## src/rtl/memwb.sv

```systemverilog
// Memory/writeback stage: forwards ALU results or runs one load/store over a
// single-outstanding req/ack bus, then returns a one-cycle register-file write.
module memwb #(
  parameter int RW    = 16,
  parameter int REGNO = 8
) (
  input  logic             i_clk,
  input  logic             i_rst,
  input  logic             i_submit,
  output logic             o_ready,
  input  logic [RW-1:0]    i_addr,
  input  logic [RW-1:0]    i_data,
  input  logic [REGNO-1:0] i_reg_ie,
  input  logic             i_mem_access,
  input  logic             i_mem_we,
  input  logic             i_mem_width,
  input  logic             i_data_page,
  output logic [REGNO-1:0] o_reg_ie,
  output logic [RW-1:0]    o_reg_data,
  output logic             o_mem_req,
  output logic             o_mem_we,
  output logic [RW-1:0]    o_mem_addr,
  output logic [1:0]       o_mem_sel,
  output logic [RW-1:0]    o_mem_data,
  output logic             o_mem_page,
  input  logic             i_mem_ack,
  input  logic [RW-1:0]    i_mem_data
);

  typedef enum logic {IDLE, BUS} state_t;

  // What the load return path needs once the ack arrives.
  typedef struct packed {
    logic             bsel;
    logic             hi;
    logic [REGNO-1:0] reg_ie;
  } pend_t;

  state_t        state, state_nx;
  pend_t         pend;
  logic          accept, done;
  logic [RW-1:0] rd_fmt;

  assign o_ready   = (state == IDLE);
  assign o_mem_req = (state == BUS);
  assign accept    = o_ready & i_submit;
  assign done      = o_mem_req & i_mem_ack;

  always_ff @(posedge i_clk) begin
    if (i_rst) state <= IDLE;
    else       state <= state_nx;
  end

  always_comb begin
    state_nx = state;
    if (state == IDLE) begin
      if (i_submit && i_mem_access) state_nx = BUS;
    end else begin
      if (i_mem_ack) state_nx = IDLE;
    end
  end

  always_comb begin
    rd_fmt = i_mem_data;
    if (pend.bsel)
      rd_fmt = {{(RW-8){1'b0}}, pend.hi ? i_mem_data[15:8] : i_mem_data[7:0]};
  end

  always_ff @(posedge i_clk) begin
    if (i_rst) begin
      o_reg_ie   <= '0;
      o_reg_data <= '0;
      o_mem_we   <= 1'b0;
      o_mem_addr <= '0;
      o_mem_sel  <= '0;
      o_mem_data <= '0;
      o_mem_page <= 1'b0;
      pend       <= '0;
    end else begin
      o_reg_ie <= '0;
      if (accept && !i_mem_access) begin
        o_reg_ie   <= i_reg_ie;
        o_reg_data <= i_data;
      end else if (accept) begin
        o_mem_we    <= i_mem_we;
        o_mem_addr  <= i_addr;
        o_mem_sel   <= i_mem_width ? (i_addr[0] ? 2'b10 : 2'b01) : 2'b11;
        o_mem_data  <= i_mem_width ? {(RW/8){i_data[7:0]}} : i_data;
        o_mem_page  <= i_data_page;
        pend.bsel   <= i_mem_width;
        pend.hi     <= i_addr[0];
        pend.reg_ie <= i_reg_ie;
      end else if (done && !o_mem_we) begin
        // Stores never write back, whatever reg_ie was latched.
        o_reg_ie   <= pend.reg_ie;
        o_reg_data <= rd_fmt;
      end
    end
  end

endmodule

```

## config.mk

```make
export PLATFORM = sky130hd
export DESIGN_NAME = memwb
export DESIGN_NICKNAME = d
export VERILOG_FILES = /design/src/rtl/memwb.sv
export SDC_FILE = /design/constraint.sdc
export NUM_CORES = 1
export LEC_CHECK = 0
export ABC_AREA = 1
export CAP_MARGIN = 20
export CORE_ASPECT_RATIO = 1.4
export CORE_UTILIZATION = 30
export CTS_CLUSTER_DIAMETER = 80
export DETAILED_ROUTE_END_ITERATION = 10
export PLACE_DENSITY = 0.72
export SLEW_MARGIN = 20
export SYNTH_ARGS = -nofsm -noshare
export SYNTH_HDL_FRONTEND = slang
export SYNTH_SLANG_ARGS = --single-unit
```

## constraint.sdc

```tcl
create_clock -name i_clk -period 2.9 [get_ports i_clk]
set_input_delay 0.725 -clock i_clk [delete_from_list [all_inputs] [get_ports i_clk]]
set_output_delay 0.725 -clock i_clk [all_outputs]
set_load 0.02 [all_outputs]
```

### Word level (Yosys, flattened, before mapping)

Index checks and enable logic that the tools add are counted.
W data, S select, Z words.

* eq/ne operators: 1
* muxes and demuxes: 14
* bitwise operators: 4
* reduce and logical (&&, ||, !) cells: 8

Operators with widths (count)
* $mux W16: 5
* $mux W8: 4
* $mux W2: 2
* $reduce_and A2 Y1: 2
* $logic_and A1 B1 Y1: 3
* $mux W1: 3
* $and A1 B1 Y1: 2
* $logic_not A1 Y1: 2
* $ne A2 B1 Y1 const B: 1
* $not A1 Y1: 2
* $reduce_bool A2 Y1: 1

* register bits after elaboration: 71
* bits of input ports: 64
* output and inout port bits: 62
* word-level logic and storage cells: 38

### Longest topological paths before layout

* depth in word-level cells: 5
* depth in mapped cells: 8
* depth with buffers taken out: 7

### Worst setup path after synthesis

OpenSTA, ideal clock, no wires.

* kind: in2reg
* start point: input i_mem_width
* end point: register o_mem_data[10]
* setup time: 0.116 ns
* arrival time: 1.379 ns
* required time: 2.784 ns
* path slack: 1.405 ns
* cell stages on the path: 6
* path buffers: 1
* cells stage by stage: buf_2 -> clkinv_1 -> nand2_1 -> nand2_1 -> o21ai_0 -> nor2_1

* cells in the longest elaborated chain, start to end: 1

Ends and longest elaborated chain
* from (decl): line 16 `input logic i_mem_width,`
* $mux W16: line 88 `o_mem_data <= i_mem_width ? {(RW/8){i_data[7:0]}} : i_data;`
* to (signal assigned): line 88
* to (decl): line 24 `output logic [RW-1:0] o_mem_data,`

Every way passes these cells.
A chain may end at the register's enable or synchronous reset.

### Worst setup path in the final report

* start point: register state, in the netlist o_mem_req
* end point: output o_ready

* cells in the longest elaborated chain, start to end: 1

Ends and longest elaborated chain
* from (decl): line 39 `state_t state, state_nx;`
* from (signal assigned): line 51 `else state <= state_nx;`
* $not A1 Y1
* to (decl): line 10 `output logic o_ready,`

Every way passes these cells.

==> impl_metrics.py <==
metrics = {
    "sta": {
        "slew_headroom_pct": 63.2,
        "fin_crit_ps": 2250,
        "fmax_mhz": 445,
        "hold_viol": 0,
        "setup_tns_ps": 0,
        "slew_viol_final": 0,
        "setup_viol": 0,
        "rsz0062_at_grt": "false",
        "tightest_slew_ps": 551,
        "layout_setup_ws_ps": 653,
        "skew_ps": 4.45,
        "period_share_pct": 77.5,
    },
    "placed_design": {
        "dp_hpwl_mm": 7.09,
        "pre_cts_slack_ps": 546,
        "place.gp.congestion": 0.866,
        "io_buffers": 125,
    },
    "flow_run": {
        "max_cap_violations": 0,
    },
    "critical_path": {
        "r2r_setup_slack_ps": 1370,
        "rr_startpoint": "o_mem_req",
        "r2r-end": "o_mem_data[0]",
        "start_kind": "flop",
        "path_cells": "inv_2, clkdlybuf4s50_1",
        "critPathSlowestCell": "clkdlybuf4s50_1",
        "critPathTopFamily": "buffers and inverters",
        "arrival_ps": 1520,
        "crit_type": "reg2out",
        "cp.buffers_inverters": 2,
        "crit_fanout": 5,
        "required_ps": 2170,
        "slowest_delay_ps": 570,
        "endpoint_kind": "output port",
        "rr_worst_depth": 6,
    },
    "pwr": {
        "seq_power_share_pct": 41.7,
        "internal_power_uw": 1890,
        "p_switching_uw": 651,
        "clkPwrFrac_pct": 39.5,
        "leakage_uw": 0.00195,
        "comb_power_share_pct": 18.8,
        "switching_share_pct": 25.6,
        "power_density_mw_per_mm2": 551,
        "ir_drop_uv": 266,
    },
    "finish": {
        "diodes": 0,
        "final_nets": 622,
        "final_common_cell": "clkdlybuf4s50_1",
        "area_growth_pct": 53.2,
        "layout_common_cells": "clkdlybuf4s50_1, nor2_1, nand2_1, dfxtp_1, o21ai_0",
        "drive_gt1_share_pct": 5.35,
    },
    "clocking": {
        "cts_inserted_buffers": 9,
        "cts.path.max_buffers": 2,
        "cts_setup_buffers": 0,
        "htree_levels": 3,
        "insertion_delay_ps": 330,
        "cts_tree": "built",
        "cts_sinks": 70,
        "cts_hold_buf": 0,
        "cts.repair.resized": 0,
        "clock-root-buffer": "clkbuf_16",
        "clk_pin_slew_ps": 50,
    },
    "die": {
        "coreArea_mm2": 0.00962,
        "die-area_mm2": 0.0104,
        "placementRows": 42,
        "initial_core_util_pct": 31.3,
        "die_width_um": 86.6,
        "chipHeight_um": 121,
        "io_pins": 126,
    },
    "global_routing": {
        "grt_antenna_before_repair": 0,
        "grt_first_pass_wirelength_mm": 15.2,
        "grt_usage_pct": 19.2,
        "grt_pass1_vias": 3146,
        "gr-total-overflow": 0,
        "grt_max_degree": 45,
    },
    "logic_synthesis": {
        "synth_top_area_share_pct": 46.6,
        "synth_seq_cells": 70,
        "ys_types": 19,
        "syn-num-nets": 503,
        "yosys.area.top_type": "dfxtp_1",
        "ys_seq_area_share_pct": 46.6,
        "syn-cell-area_mm2": 0.00301,
        "synth.avg_cell_area_um2": 6.85,
        "synthTopCellsByArea": "dfxtp_1, nor2_1, nand2_1",
        "synth_warnings": 0,
        "syn_inst": 439,
    },
    "routing": {
        "vias_per_cell": 4.59,
        "routedWlPerCell_um": 13.5,
        "drt_iter0_drc": 204,
        "vias": 3179,
        "drc": 0,
        "wl_mm": 9.37,
        "drtAntennaViolNets": 0,
        "dr.pass1.iters": 5,
    },
    "hold_path": {
        "worstHoldStart": "o_mem_addr[5]",
        "holdPathEnd": "o_mem_addr[5]",
        "hp-class": "reg2reg",
        "hold_depth": 2,
    },
    "status": {
        "outcome": "finished, final reports clean",
    },
}
## logic make-up (layout without fill, tap and decap cells)
family	Yosys count	count (layout)	share of synthesized area, %
buf+inv	54	176	8.90
simple gates	261	261	35.6
flops	70	70	46.6
compound gates	54	54	8.98
## through the flow
step / hold slack [ps] / total power (µW) / instances / area [µm²] / util [%]
3_3_place_gp: 454 / 1550 / 679 / 4330 / 45.1
2_1_floorplan: 444 / 1310 / 439 / 3010 / -
4_1_cts: 476 / 2560 / 693 / 4610 / 47.9
5_1_grt: 495 / 2650 / 693 / 4610 / 47.9
6_report: 476 / 2540 / 693 / 4610 / 47.9
3_5_place_dp: 468 / 1550 / 679 / 4330 / 45.1
## registers in the layout (all words and copies together), names as in the netlist
register	count
o_reg_ie	8
pend	9
o_mem_addr	16
o_mem_req	1
o_mem_data	16
o_mem_we	1
o_reg_data	16
o_mem_page	1
o_mem_sel	2
## cells in the mapped netlist
cell type / n
nor2_1: 119
buf_4: 4
a21oi_1: 11
clkbuf_1: 6
nor2_4: 3
o21ai_0: 42
nand3_1: 32
o21ai_1: 1
nand2_1: 103
buf_2: 5
dfxtp_1: 70
inv_4: 1
nand2_4: 2
clkbuf_2: 3
inv_1: 26
inv_2: 3
nand3_2: 2
clkinv_1: 1
buf_6: 5
## layer usage
metal  track usage, %  share of wire, %
met3             3.55               5.8
met5                0                 0
met1             22.3                40
met2             33.0                51
met4             10.0               2.6
## worst min-delay path: stages (launching register included)
cell and delay [ps]:
dfxtp_1 320, nor2_1 50, nor2_1 80
## area by class of cell
class | instances | area (µm²)
Clock buffer | 13 | 270
Clock inverter | 1 | 5.00
Fill cell | 969 | 5010
Inverter | 31 | 119
Multi-Input combinational cell | 315 | 1340
Sequential cell | 70 | 1400
Tap cell | 132 | 165
Timing Repair Buffer | 131 | 1310
## power by group through the flow
stage	clock network, µW	logic (µW)	registers (µW)
after floorplan	0	176	1140
after global placement	0	470	1080
after detailed placement	0	476	1080
after CTS	1020	480	1060
after global routing	1060	524	1060
final	1000	477	1060
## how the worst max path moves through the flow
stage	start	to	slack [ps]	cells after the start
2_1_floorplan	i_mem_width	o_mem_data[10]	1410	6
3_3_place_gp	i_submit	o_mem_page	600	8
3_5_place_dp	i_submit	pend[0]	550	8
4_1_cts	o_mem_req	o_ready	640	2
5_1_grt	o_mem_req	o_ready	590	2
6_report	o_mem_req	o_ready	650	2
Power figures use the tool's default switching activity.
